$ cat src/rtl/tag_access_icache_mw_pkg.sv
// Shared defaults, width helper and flush FSM encoding for the icache tag store.
// Optional refill-to-lookup bypass is enabled with ICACHE_TAG_BYPASS_EN.
package tag_access_icache_mw_pkg;

  function automatic int clog2(input int value);
    int r;
    r = 0;
    for (int i = 0; i < 31; i++) begin
      if ((1 << i) < value) r = i + 1;
    end
    return r;
  endfunction

  localparam int TAG_WIDTH_DEF = 7;
  localparam int NUM_SET_DEF   = 32;
  localparam int NUM_WAY_DEF   = 4;
  localparam int SET_DEPTH_DEF = clog2(NUM_SET_DEF);
  localparam int WAY_DEPTH_DEF = clog2(NUM_WAY_DEF);

  typedef enum logic {
    IDLE  = 1'b0,
    FLUSH = 1'b1
  } flush_state_e;

endpackage

$ cat src/rtl/tag_access_icache_mw_if.sv
// Fetch/refill/invalidate bus between the warp scheduler, miss path and tag store.
// master = requesting side, slave = tag store.
interface tag_access_icache_mw_if
  import tag_access_icache_mw_pkg::*;
#(
  parameter int TAG_WIDTH = TAG_WIDTH_DEF,
  parameter int SET_DEPTH = SET_DEPTH_DEF,
  parameter int WAY_DEPTH = WAY_DEPTH_DEF
);
  logic                 r_req_valid_i;
  logic                 r_req_ready_o;
  logic [SET_DEPTH-1:0] r_req_setid_i;
  logic [TAG_WIDTH-1:0] tag_st1_i;
  logic                 hit_st1_o;
  logic [WAY_DEPTH-1:0] wayid_hit_st1_o;
  logic                 w_req_valid_i;
  logic [SET_DEPTH-1:0] w_req_setid_i;
  logic [TAG_WIDTH-1:0] w_req_tag_i;
  logic [WAY_DEPTH-1:0] w_req_wayid_o;
  logic                 inv_line_valid_i;
  logic                 inv_line_ready_o;
  logic [SET_DEPTH-1:0] inv_line_setid_i;
  logic [WAY_DEPTH-1:0] inv_line_wayid_i;
  logic                 inv_all_i;
  logic                 flush_busy_o;

  modport master (
    output r_req_valid_i, r_req_setid_i, tag_st1_i,
    output w_req_valid_i, w_req_setid_i, w_req_tag_i,
    output inv_line_valid_i, inv_line_setid_i, inv_line_wayid_i, inv_all_i,
    input  r_req_ready_o, hit_st1_o, wayid_hit_st1_o, w_req_wayid_o,
    input  inv_line_ready_o, flush_busy_o
  );

  modport slave (
    input  r_req_valid_i, r_req_setid_i, tag_st1_i,
    input  w_req_valid_i, w_req_setid_i, w_req_tag_i,
    input  inv_line_valid_i, inv_line_setid_i, inv_line_wayid_i, inv_all_i,
    output r_req_ready_o, hit_st1_o, wayid_hit_st1_o, w_req_wayid_o,
    output inv_line_ready_o, flush_busy_o
  );
endinterface

$ cat src/rtl/tag_access_icache_mw_victim_sel.sv
// Refill victim picker: lowest invalid way, else the least recently used way
// decoded from a recency matrix (row i bit j set = way i used more recently than way j).
module icache_victim_sel
  import tag_access_icache_mw_pkg::*;
#(
  parameter int NUM_WAY   = NUM_WAY_DEF,
  parameter int WAY_DEPTH = clog2(NUM_WAY)
) (
  input  logic [NUM_WAY-1:0]         valid,
  input  logic [NUM_WAY*NUM_WAY-1:0] lru,
  output logic [WAY_DEPTH-1:0]       way
);
  logic [NUM_WAY-1:0] oldest;

  generate
    for (genvar gi = 0; gi < NUM_WAY; gi++) begin : g_row
      logic [NUM_WAY-1:0] row;
      assign row        = lru[gi*NUM_WAY +: NUM_WAY];
      assign oldest[gi] = (row & ~(NUM_WAY'(1) << gi)) == '0;
    end
  endgenerate

  always_comb begin
    way = '0;
    if (&valid) begin
      for (int i = NUM_WAY - 1; i >= 0; i--) begin
        if (oldest[i]) way = WAY_DEPTH'(i);
      end
    end else begin
      for (int i = NUM_WAY - 1; i >= 0; i--) begin
        if (!valid[i]) way = WAY_DEPTH'(i);
      end
    end
  end
endmodule

$ cat src/rtl/tag_access_icache_mw.sv
// L1 icache tag store: N-way lookup with one-cycle tag check, refill victim choice,
// line invalidate and a one-set-per-cycle flush sweep. Bypass option: ICACHE_TAG_BYPASS_EN.
module tag_access_icache_mw
  import tag_access_icache_mw_pkg::*;
#(
  parameter int TAG_WIDTH = TAG_WIDTH_DEF,
  parameter int NUM_SET   = NUM_SET_DEF,
  parameter int NUM_WAY   = NUM_WAY_DEF,
  parameter int SET_DEPTH = clog2(NUM_SET),
  parameter int WAY_DEPTH = clog2(NUM_WAY)
) (
  input logic                   clk,
  input logic                   rst_n,
  tag_access_icache_mw_if.slave bus
);
  logic [NUM_WAY-1:0]         valid_reg [NUM_SET];
  logic [NUM_WAY*NUM_WAY-1:0] lru_reg [NUM_SET];
  flush_state_e               state_reg;
  logic [SET_DEPTH-1:0]       flush_cnt_reg;
  logic                       st1_valid_reg;
  logic                       st1_hazard_reg;
  logic [SET_DEPTH-1:0]       st1_setid_reg;
  logic [WAY_DEPTH-1:0]       byp_way_reg;
  logic [TAG_WIDTH-1:0]       byp_tag_reg;

  logic                 flushing, lookup_fire, refill_fire, inv_fire;
  logic [WAY_DEPTH-1:0] victim;
  logic [NUM_WAY-1:0]   victim_mask, st1_valid_word, match;
  logic                 hit;
  logic [WAY_DEPTH-1:0] hit_way;

  assign flushing    = (state_reg == FLUSH);
  assign lookup_fire = bus.r_req_valid_i && !flushing;
  assign refill_fire = bus.w_req_valid_i && !flushing;
  assign inv_fire    = bus.inv_line_valid_i && bus.inv_line_ready_o;

  assign bus.r_req_ready_o    = !flushing;
  assign bus.inv_line_ready_o = !bus.w_req_valid_i && !flushing;
  assign bus.flush_busy_o     = flushing;

  logic [NUM_WAY-1:0]         w_valid_word;
  logic [NUM_WAY*NUM_WAY-1:0] w_lru_word;
  assign w_valid_word = valid_reg[bus.w_req_setid_i];
  assign w_lru_word   = lru_reg[bus.w_req_setid_i];

  icache_victim_sel #(.NUM_WAY(NUM_WAY), .WAY_DEPTH(WAY_DEPTH)) u_victim_sel (
    .valid (w_valid_word),
    .lru   (w_lru_word),
    .way   (victim)
  );

  assign bus.w_req_wayid_o = victim;
  assign victim_mask       = NUM_WAY'(1) << victim;
  assign st1_valid_word    = valid_reg[st1_setid_reg];

  // One tag RAM per way: the victim mask gates the write, the read is registered on accept.
  generate
    for (genvar gi = 0; gi < NUM_WAY; gi++) begin : g_way
      logic [TAG_WIDTH-1:0] tag_mem [NUM_SET];
      logic [TAG_WIDTH-1:0] tag_rd_reg;
      logic [TAG_WIDTH-1:0] cmp_tag;

      always_ff @(posedge clk) begin
        if (refill_fire && victim_mask[gi]) tag_mem[bus.w_req_setid_i] <= bus.w_req_tag_i;
        if (lookup_fire) tag_rd_reg <= tag_mem[bus.r_req_setid_i];
      end

`ifdef ICACHE_TAG_BYPASS_EN
      assign cmp_tag = (st1_hazard_reg && byp_way_reg == WAY_DEPTH'(gi)) ? byp_tag_reg : tag_rd_reg;
`else
      assign cmp_tag = tag_rd_reg;
`endif
      assign match[gi] = st1_valid_word[gi] && (cmp_tag == bus.tag_st1_i);
    end
  endgenerate

  always_comb begin
    hit_way = '0;
    for (int i = NUM_WAY - 1; i >= 0; i--) begin
      if (match[i]) hit_way = WAY_DEPTH'(i);
    end
`ifdef ICACHE_TAG_BYPASS_EN
    hit = st1_valid_reg && !flushing && (|match);
`else
    // Same-set refill during acceptance left stale tags in the read register.
    hit = st1_valid_reg && !flushing && !st1_hazard_reg && (|match);
`endif
    if (!hit) hit_way = '0;
  end

  assign bus.hit_st1_o       = hit;
  assign bus.wayid_hit_st1_o = hit_way;

  function automatic logic [NUM_WAY*NUM_WAY-1:0] lru_touch(
    input logic [NUM_WAY*NUM_WAY-1:0] m,
    input logic [WAY_DEPTH-1:0]       w
  );
    logic [NUM_WAY*NUM_WAY-1:0] r;
    r = m;
    for (int i = 0; i < NUM_WAY; i++) begin
      r[int'(w)*NUM_WAY + i] = (i != int'(w));
      r[i*NUM_WAY + int'(w)] = 1'b0;
    end
    return r;
  endfunction

  always_ff @(posedge clk or negedge rst_n) begin
    if (!rst_n) begin
      state_reg      <= IDLE;
      flush_cnt_reg  <= '0;
      st1_valid_reg  <= 1'b0;
      st1_hazard_reg <= 1'b0;
      st1_setid_reg  <= '0;
      byp_way_reg    <= '0;
      byp_tag_reg    <= '0;
      for (int s = 0; s < NUM_SET; s++) begin
        valid_reg[s] <= '0;
        lru_reg[s]   <= '0;
      end
    end else begin
      st1_valid_reg  <= lookup_fire;
      st1_hazard_reg <= lookup_fire && refill_fire && (bus.r_req_setid_i == bus.w_req_setid_i);
      if (lookup_fire) st1_setid_reg <= bus.r_req_setid_i;
      if (refill_fire) begin
        byp_way_reg <= victim;
        byp_tag_reg <= bus.w_req_tag_i;
      end

      case (state_reg)
        IDLE: begin
          if (bus.inv_all_i) begin
            state_reg     <= FLUSH;
            flush_cnt_reg <= '0;
          end
        end
        FLUSH: begin
          flush_cnt_reg <= flush_cnt_reg + 1'b1;
          if (flush_cnt_reg == SET_DEPTH'(NUM_SET - 1)) state_reg <= IDLE;
        end
        default: state_reg <= IDLE;
      endcase

      if (flushing) valid_reg[flush_cnt_reg] <= '0;
      else if (refill_fire) valid_reg[bus.w_req_setid_i] <= w_valid_word | victim_mask;
      else if (inv_fire) valid_reg[bus.inv_line_setid_i][bus.inv_line_wayid_i] <= 1'b0;

      if (refill_fire) lru_reg[bus.w_req_setid_i] <= lru_touch(w_lru_word, victim);
      // A refill to the hit set owns that set's LRU update this cycle.
      if (hit && !(refill_fire && bus.w_req_setid_i == st1_setid_reg))
        lru_reg[st1_setid_reg] <= lru_touch(lru_reg[st1_setid_reg], hit_way);
    end
  end
endmodule

$ cat src/flat_wrapper.sv
// flat-port wrapper written by rule: the top's interface ports become plain ports
module tag_access_icache_mw_flat import tag_access_icache_mw_pkg::*;
#(
  parameter int TAG_WIDTH = TAG_WIDTH_DEF,
  parameter int NUM_SET   = NUM_SET_DEF,
  parameter int NUM_WAY   = NUM_WAY_DEF,
  parameter int SET_DEPTH = clog2(NUM_SET),
  parameter int WAY_DEPTH = clog2(NUM_WAY)
)
  (clk, rst_n, bus_r_req_valid_i, bus_r_req_setid_i, bus_tag_st1_i, bus_w_req_valid_i, bus_w_req_setid_i, bus_w_req_tag_i, bus_inv_line_valid_i, bus_inv_line_setid_i, bus_inv_line_wayid_i, bus_inv_all_i, bus_r_req_ready_o, bus_hit_st1_o, bus_wayid_hit_st1_o, bus_w_req_wayid_o, bus_inv_line_ready_o, bus_flush_busy_o);
  tag_access_icache_mw_if #(.TAG_WIDTH(TAG_WIDTH), .SET_DEPTH(SET_DEPTH), .WAY_DEPTH(WAY_DEPTH)) bus_i ();
  input logic clk;
  input logic rst_n;
  input wire logic [$bits(bus_i.r_req_valid_i)-1:0] bus_r_req_valid_i;
  input wire logic [$bits(bus_i.r_req_setid_i)-1:0] bus_r_req_setid_i;
  input wire logic [$bits(bus_i.tag_st1_i)-1:0] bus_tag_st1_i;
  input wire logic [$bits(bus_i.w_req_valid_i)-1:0] bus_w_req_valid_i;
  input wire logic [$bits(bus_i.w_req_setid_i)-1:0] bus_w_req_setid_i;
  input wire logic [$bits(bus_i.w_req_tag_i)-1:0] bus_w_req_tag_i;
  input wire logic [$bits(bus_i.inv_line_valid_i)-1:0] bus_inv_line_valid_i;
  input wire logic [$bits(bus_i.inv_line_setid_i)-1:0] bus_inv_line_setid_i;
  input wire logic [$bits(bus_i.inv_line_wayid_i)-1:0] bus_inv_line_wayid_i;
  input wire logic [$bits(bus_i.inv_all_i)-1:0] bus_inv_all_i;
  output wire logic [$bits(bus_i.r_req_ready_o)-1:0] bus_r_req_ready_o;
  output wire logic [$bits(bus_i.hit_st1_o)-1:0] bus_hit_st1_o;
  output wire logic [$bits(bus_i.wayid_hit_st1_o)-1:0] bus_wayid_hit_st1_o;
  output wire logic [$bits(bus_i.w_req_wayid_o)-1:0] bus_w_req_wayid_o;
  output wire logic [$bits(bus_i.inv_line_ready_o)-1:0] bus_inv_line_ready_o;
  output wire logic [$bits(bus_i.flush_busy_o)-1:0] bus_flush_busy_o;
  assign bus_i.r_req_valid_i = bus_r_req_valid_i;
  assign bus_i.r_req_setid_i = bus_r_req_setid_i;
  assign bus_i.tag_st1_i = bus_tag_st1_i;
  assign bus_i.w_req_valid_i = bus_w_req_valid_i;
  assign bus_i.w_req_setid_i = bus_w_req_setid_i;
  assign bus_i.w_req_tag_i = bus_w_req_tag_i;
  assign bus_i.inv_line_valid_i = bus_inv_line_valid_i;
  assign bus_i.inv_line_setid_i = bus_inv_line_setid_i;
  assign bus_i.inv_line_wayid_i = bus_inv_line_wayid_i;
  assign bus_i.inv_all_i = bus_inv_all_i;
  assign bus_r_req_ready_o = bus_i.r_req_ready_o;
  assign bus_hit_st1_o = bus_i.hit_st1_o;
  assign bus_wayid_hit_st1_o = bus_i.wayid_hit_st1_o;
  assign bus_w_req_wayid_o = bus_i.w_req_wayid_o;
  assign bus_inv_line_ready_o = bus_i.inv_line_ready_o;
  assign bus_flush_busy_o = bus_i.flush_busy_o;
  tag_access_icache_mw #(.TAG_WIDTH(TAG_WIDTH), .NUM_SET(NUM_SET), .NUM_WAY(NUM_WAY), .SET_DEPTH(SET_DEPTH), .WAY_DEPTH(WAY_DEPTH)) u_core (.clk(clk), .rst_n(rst_n), .bus(bus_i));
endmodule
$ cat config.mk
export PLATFORM = sky130hd
export DESIGN_NAME = tag_access_icache_mw_flat
export DESIGN_NICKNAME = d
export VERILOG_FILES = /design/src/rtl/tag_access_icache_mw_pkg.sv /design/src/rtl/tag_access_icache_mw_if.sv /design/src/rtl/tag_access_icache_mw_victim_sel.sv /design/src/rtl/tag_access_icache_mw.sv /design/src/flat_wrapper.sv
export SDC_FILE = /design/constraint.sdc
export NUM_CORES = 2
export LEC_CHECK = 0
export BUFFER_PORTS_ARGS = -buffer_cell sky130_fd_sc_hd__buf_2
export CAP_MARGIN = 20
export CELL_PAD_IN_SITES_DETAIL_PLACEMENT = 0
export CELL_PAD_IN_SITES_GLOBAL_PLACEMENT = 1
export CORE_MARGIN = 1.5
export CORE_UTILIZATION = 54
export DETAILED_ROUTE_END_ITERATION = 12
export PLACE_DENSITY = 0.8
export RECOVER_POWER = 25
export SLEW_MARGIN = 40
export SYNTH_ARGS = -nofsm -noshare
export SYNTH_HDL_FRONTEND = slang
export SYNTH_SLANG_ARGS = --single-unit
$ cat constraint.sdc
create_clock -name clk -period 3.8 [get_ports clk]
set_input_delay 0.38 -clock clk [delete_from_list [all_inputs] [get_ports clk]]
set_output_delay 0.38 -clock clk [all_outputs]
set_load 0.005 [all_outputs]
# Yosys cells after proc, flatten, opt, wreduce, memory -nomap -nowiden
# Memory sizes are Yosys's and may differ from the RTL's. A register that Yosys moved wholly into a read port is not among the register bits.
# Index checks and enable logic that the tools add are counted.
# classes
div,0
mul,0
add_sub_neg,13
magnitude_cmp,42
mux,99
bitwise_logic,26
n_reduce_logical,53
n_shift,1
eq_ne,14
# ops
operator,n
bitwise mux 512 bit,2
2-to-1 mux 512 bit,2
>= comparator 32 x 1 -> 1 bit (second input constant),12
less-than comparator 32 x 6 -> 1 bit (second input constant),12
2-to-1 mux 128 bit,3
bitwise AND 128 bit,2
inverter 128 bit,2
binary-select mux 16 bit (select 5 bit),2
demux 16 bit (select 5 bit),2
bitwise AND 16 bit,8
bitwise mux 128 bit,1
bitwise mux 16 bit,8
2-to-1 mux 16 bit,6
inverter 16 bit,6
demux 4 bit (select 5 bit),3
demux 1 bit (select 4 bit),12
binary-select mux 4 bit (select 5 bit),2
logical AND 1 bit,40
inverter 4 -> 16 bit,2
equality test 7 bit,4
2-to-1 mux 2 bit,14
2-to-1 mux 4 bit,7
2-to-1 mux 1 bit,27
>= comparator 6 bit (second input constant),4
30 further kinds,65
# word_totals
latchBits,0
wordCells,321
register_bits,653
mem_bits_rw,896
romBits,0
output_inout_bits,8
mem_count,4
# memory_table
name,depth,word_bits,read_ports,rd_ports_with_merged_regs,wr,line_no,source
u_core.g_way[0].tag_mem,32,7,1,1,1,tag_access_icache_mw.sv:59,logic [TAG_WIDTH-1:0] tag_mem [NUM_SET];
u_core.g_way[1].tag_mem,32,7,1,1,1,tag_access_icache_mw.sv:59,
u_core.g_way[2].tag_mem,32,7,1,1,1,tag_access_icache_mw.sv:59,
u_core.g_way[3].tag_mem,32,7,1,1,1,tag_access_icache_mw.sv:59,

# Logic depth before layout (Yosys ltp)
# logic_depth
ltp_word,26
ltp_mapped,16
depth_no_buf,10

# Cells and area by module
# A second synthesis with hierarchy kept.
# hier_totals
cells_unflattened,5288
hier_area_um2,78670.5
# by_module_without_submodules
mod,seq_area_each_um2,n_inst,area_per_inst_um2,cells_each
tag_access_icache_mw,44087.3,1,78597.9,5276
icache_victim_sel,0.0,1,72.6,12

# Worst setup path before layout
# Ideal clock, no wire load.
# synth_timing
kind,input to register
from,input port bus_w_req_setid_i[1]
to,"memory u_core.g_way[2].tag_mem[0][0] (netlist bit), enable pin"
t_required_ps,3440
setup_time_ps,360
path_slack_ps,-84
n_path_buf,7
stages,15
arrival_time_ps,3524
path_cell_list,clkbuf_1 -> buf_6 -> buf_6 -> buf_6 -> buf_2 -> mux2i_1 -> o22ai_1 -> nor4_1 -> nand2_1 -> or3_1 -> o2111a_2 -> or4_4 -> buf_6 -> clkbuf_1 -> nor2_1
# synth_via
elab_chain_cells,14
elab_cells_between_ends,25
cone_classes,shift (1); mux (17); bitwise (1); reduce/logical (6)
# synth_lines
element,line_no,source
"start, declared",flat_wrapper.sv:18,input wire logic [$bits(bus_i.w_req_setid_i)-1:0] bus_w_req_setid_i;
inverter 5 -> 6 bit (not written as such),"tag_access_icache_mw.sv:43, tag_access_icache_mw.sv:44",
binary-select mux 16 bit (select 5 bit),tag_access_icache_mw.sv:44,assign w_lru_word = lru_reg[bus.w_req_setid_i];
2-to-1 mux 16 bit (not written as such) (2 in series),tag_access_icache_mw.sv:44,
logical NOT 4 bit,tag_access_icache_mw_victim_sel.sv:19,assign oldest[gi] = (row & ~(NUM_WAY'(1) << gi)) == '0;
2-to-1 mux 2 bit (4 in series),tag_access_icache_mw_victim_sel.sv:27,if (oldest[i]) way = WAY_DEPTH'(i);
2-to-1 mux 2 bit,tag_access_icache_mw_victim_sel.sv:25,if (&valid) begin
left shift 1 x 2 -> 4 bit,tag_access_icache_mw.sv:53,assign victim_mask = NUM_WAY'(1) << victim;
logical AND 1 bit,tag_access_icache_mw.sv:64,if (refill_fire && victim_mask[gi]) tag_mem[bus.w_req_setid_i] <= bus.w_req_tag_i;
2-to-1 mux 1 bit,tag_access_icache_mw.sv:64,
2-to-1 mux 1 bit (not written as such),tag_access_icache_mw.sv:64,
"end, declared",tag_access_icache_mw.sv:59,
# Parallel ways exist; a longest one is shown, timed or not. The select of a mux whose other input is x is not followed.

# Worst setup path after layout
# layout_timing
from,register u_core.st1_setid_reg[0]
to,output port bus_hit_st1_o
# layout_via
elab_chain_cells,7
elab_cells_between_ends,10
cone_classes,mux (3); bitwise (1); reduce/logical (6)
# layout_lines
element,line_no,source
"start, declared",tag_access_icache_mw.sv:22,logic [SET_DEPTH-1:0] st1_setid_reg;
"start signal, assigned",tag_access_icache_mw.sv:123,if (lookup_fire) st1_setid_reg <= bus.r_req_setid_i;
inverter 5 -> 6 bit (not written as such) *,tag_access_icache_mw.sv:54,assign st1_valid_word = valid_reg[st1_setid_reg];
binary-select mux 4 bit (select 5 bit) *,tag_access_icache_mw.sv:54,
2-to-1 mux 4 bit (not written as such) * (2 in series),tag_access_icache_mw.sv:54,
logical AND 1 bit,tag_access_icache_mw.sv:73,assign match[gi] = st1_valid_word[gi] && (cmp_tag == bus.tag_st1_i);
OR reduction 4 bit *,tag_access_icache_mw.sv:86,hit = st1_valid_reg && !flushing && !st1_hazard_reg && (|match);
logical AND 1 bit *,tag_access_icache_mw.sv:86,
"end, declared",flat_wrapper.sv:25,output wire logic [$bits(bus_i.hit_st1_o)-1:0] bus_hit_st1_o;
# Mark *: on every way between the ends. The rest lies on a longest branch, timed or not. The select of a mux whose other input is x is not followed.

==> results.cfg <==
[status]
status = complete, but fails checks
violations_in_the_final_reports = capacitance limit, slew limit, setup timing

[cts]
cts_htree_levels = 4
cts_made_buffers = 150
clk_path_buf_depth = 3
insertion_delay_to_the_later_sink_of_the_worst_skew_pair_ps = 800
clkSinkCount = 1449
cts_tree = yes
clk_root_buffer_cell = sky130_fd_sc_hd__clkbuf_16
clk_pin_slew_worst_paths_ps = 60

[grt]
grt_max_degree = 129
grt_pass1_vias = 51600
gr-usage-all-layers_pct = 39.82
antenna_found_initial = 7
grt_pass1_wl_um = 373800
globalRouteOverflowTotal = 0

[sta]
timing.final.ws_setup_ps = -285.6
final_setup_violating_endpoints = 55
max_slew.worst_pin.slew_ps = 4259
slew_viol_final = 763
clock_skew_ps = 35.53
timing.final.crit_share_pct = 107.5
finalHoldViolations = 0
fmax_mhz = 244.8
worst_slew_margin_rel_pct = -183.9
finalCriticalPeriod_ps = 4086
finalHoldWorstSlack_ps = 94.51
grt_setup_unrepaired = yes

[drt]
drc_errors = 0
drt_iter0_markers = 8177
num_vias = 53580
avgViaCountPerCell = 7.112
detail_route.wirelength_um = 263700
drt.antenna.violating_nets = 0
drt_first_pass_iters = 6
wl_per_cell_um = 35.01

[critical_path]
crit_required_ps = 3420
slowest_delay_ps = 550
critical-path-slowest-cell = sky130_fd_sc_hd__dfrtp_4
critical_path_class = reg -> out
crit_path_cell_trace = buf_4, buf_12, mux4_2, a22oi_2, nand4_1, nand3_4, buf_6, and4_4, buf_12, buf_6, nor2_4, buf_2
critical_path.max_fanout = 5
crit_path_end_kind = output pin
critPathArrivalTime_ps = 3710
cp-start-kind = flop
count_of_buffering_cells_on_the_critical_path_with_inverters_included = 6
critical_path.top_delay_family = simple AND/OR/NAND/NOR gates

[synthesis]
synth_cell_types = 78
ys_seq_elements = 1449
yosys_warnings = 0
synth_enable_flop_cells = 924
post_synth_most_frequent_cells = 924 x sky130_fd_sc_hd__edfxtp_1, 525 x sky130_fd_sc_hd__dfrtp_1, 408 x sky130_fd_sc_hd__mux4_2
post_syn_area_per_cell_um2 = 13.34
synth_fp_nets = 5255
synthDominantAreaCellType = sky130_fd_sc_hd__edfxtp_1
ffs_w_async_s_r_synth_pct = 36.23
yosys_most_used_dff = sky130_fd_sc_hd__edfxtp_1
syn-cell-area_mm2 = 0.06956
synthTopCellsByArea = sky130_fd_sc_hd__edfxtp_1 40%, sky130_fd_sc_hd__dfrtp_1 19%, sky130_fd_sc_hd__mux4_2 13%
synth_top_area_share_pct = 39.89
synth_seq_area_share_pct = 58.78
synth_most_common_cell = sky130_fd_sc_hd__edfxtp_1
synth_cells = 5213

[placed_design]
dpl.hpwl_um = 175400
gpl.final_weighted_congestion = 1.057
io_buffers = 44
dp.cells = 7159

[floorplan]
placement_rows = 131
initial_core_util_pct = 54.48
die-width_um = 361.9
floorplan.die.height_um = 361.9
die_outline_area_mm2 = 0.1310
pin_count = 45
fp.coreArea_mm2 = 0.1277

[power_and_ir_drop]
power_per_cell_area_mw_per_mm2 = 528.5
irDropWorstVdd_uv = 498.4
static-leakage-power_nw = 30.89

[finish]
largest_register_ffs = 896
post_layout_cell_count = 7533
drive_gt1_share_pct = 30.48
area_delta_synth_final_pct = 21.37
final_net_count = 5791

[min_path]
hold_path_class = in -> reg

[job]
cap_violations = 11
-- kinds of logic after synthesis --
group / after synthesis / synth area share, %
compound gates: 1349 / 11.65
xor+xnor: 40 / 0.5036
fa+ha+maj: 8 / 0.1349
buf+inv: 486 / 2.988
flops: 1449 / 58.78
mux: 703 / 17.52
simple gates: 1178 / 8.420
-- per-layer routing --
| metal | up-vias | share of wire (%) | global-route usage (%) |
|---|---|---|---|
| li1 | 21660 | - | - |
| met2 | 3889 | 45 | 59.73 |
| met3 | 749 | 12 | 11.10 |
| met5 | - | 0.017 | 0 |
| met1 | 27270 | 37 | 54.17 |
| met4 | 8 | 5.5 | 18.59 |
-- worst min-delay path, delay by kind of cell --
| family | cells | cell delay (ps) |
|---|---|---|
| AO/OA/AOI/OAI | 3 | 270 |
| buffers and inverters | 1 | 120 |
| AND/OR/NAND/NOR | 1 | 80 |
-- cell type report --
cell class | count | area [µm²]
antenna | 2 | 5.005
clock buffer | 188 | 3998
clock inverter | 84 | 1055
fill | 8996 | 43260
inverter | 11 | 41.29
multi-input combinational | 3278 | 27980
sequential | 1449 | 40900
tap | 1662 | 2079
timing repair buffer | 859 | 8368
-- stage by stage --
step | setup slack (ps) | TNS, ps | area, µm² | total power (W) | util (%)
after floorplan | -84.28 | -17690 | 69560 | 0.02296 | -
after global placement | -616.8 | -596970 | 76790 | 0.02710 | 60.14
after detailed placement | -596.2 | -592710 | 77090 | 0.02725 | 60.38
after CTS | -319.0 | -7536 | 82990 | 0.04378 | 65.00
after global routing | -306.2 | -10510 | 84420 | 0.04556 | 66.12
final | -285.6 | -6917 | 84430 | 0.04462 | 66.12
-- cell usage in the layout (no fill, tap or decap), types with 19 or more instances in the layout --
| cell type | count |
|---|---|
| sky130_fd_sc_hd__edfxtp_1 | 924 |
| sky130_fd_sc_hd__buf_4 | 629 |
| sky130_fd_sc_hd__dfrtp_1 | 519 |
| sky130_fd_sc_hd__mux4_2 | 408 |
| sky130_fd_sc_hd__o21ai_0 | 296 |
| sky130_fd_sc_hd__a21oi_1 | 286 |
| sky130_fd_sc_hd__nor2_1 | 279 |
| sky130_fd_sc_hd__nand2_1 | 266 |
| sky130_fd_sc_hd__mux2i_1 | 248 |
| sky130_fd_sc_hd__o22ai_1 | 189 |
| sky130_fd_sc_hd__clkbuf_16 | 160 |
| sky130_fd_sc_hd__nand3_1 | 141 |
| sky130_fd_sc_hd__a31oi_1 | 131 |
| sky130_fd_sc_hd__buf_12 | 120 |
| sky130_fd_sc_hd__o31ai_1 | 110 |
| sky130_fd_sc_hd__o21ai_1 | 101 |
| sky130_fd_sc_hd__nor3_1 | 75 |
| sky130_fd_sc_hd__o21a_1 | 57 |
| sky130_fd_sc_hd__nor2_2 | 54 |
| sky130_fd_sc_hd__nand4_1 | 44 |
| sky130_fd_sc_hd__nor2b_1 | 40 |
| sky130_fd_sc_hd__and3_1 | 39 |
| sky130_fd_sc_hd__mux2_2 | 37 |
| sky130_fd_sc_hd__buf_6 | 36 |
| sky130_fd_sc_hd__nand3b_1 | 35 |
| sky130_fd_sc_hd__clkbuf_1 | 35 |
| sky130_fd_sc_hd__nor4_1 | 34 |
| sky130_fd_sc_hd__xor2_1 | 32 |
| sky130_fd_sc_hd__o311ai_0 | 31 |
| sky130_fd_sc_hd__nor4_4 | 30 |
| sky130_fd_sc_hd__a2111oi_0 | 30 |
| sky130_fd_sc_hd__nor2_4 | 29 |
| sky130_fd_sc_hd__clkinv_2 | 28 |
| sky130_fd_sc_hd__buf_2 | 28 |
| sky130_fd_sc_hd__o21ai_2 | 20 |
| sky130_fd_sc_hd__clkinv_1 | 19 |
| sky130_fd_sc_hd__bufinv_16 | 19 |
-- where the power goes --
group,internal [W],switching [W]
clock network,0.00882,0.00658
logic,0.00461,0.00643
registers,0.0174,0.000735
total,0.0309,0.0137
-- repair_timing --
| action | in CTS | in global routing |
|---|---|---|
| buffers inserted | 41 | 50 |
| setup endpoints to repair | 463 | 955 |
| hold buffers | 3 | 1 |
| pin swaps | 45 | 77 |
| endpoints found under the hold margin | 150 | 12 |
| resized for setup | 85 | 306 |
| gates cloned | 8 | 11 |
-- path summary, 6_finish.rpt --
path | endpoint | slack, ps | depth (start not counted) | startpoint
max | bus_hit_st1_o | -290 | 12 | u_core.st1_setid_reg[0]$_DFFE_PN0P_
min | u_core.valid_reg[126]$_DFFE_PN0P_ | 90 | 5 | bus_inv_line_setid_i[0]
max reg2reg | u_core.lru_reg[70]$_DFF_PN0_ | -220 | 16 | u_core.st1_setid_reg[0]$_DFFE_PN0P_
min reg2reg | u_core.lru_reg[52]$_DFF_PN0_ | 530 | 2 | u_core.lru_reg[52]$_DFF_PN0_
max in group asynchronous | u_core.lru_reg[347]$_DFF_PN0_ | 440 | 2 | rst_n
min in group asynchronous | u_core.lru_reg[152]$_DFF_PN0_ | 1380 | 2 | rst_n
No activity file was read; power rests on OpenSTA's default activity.
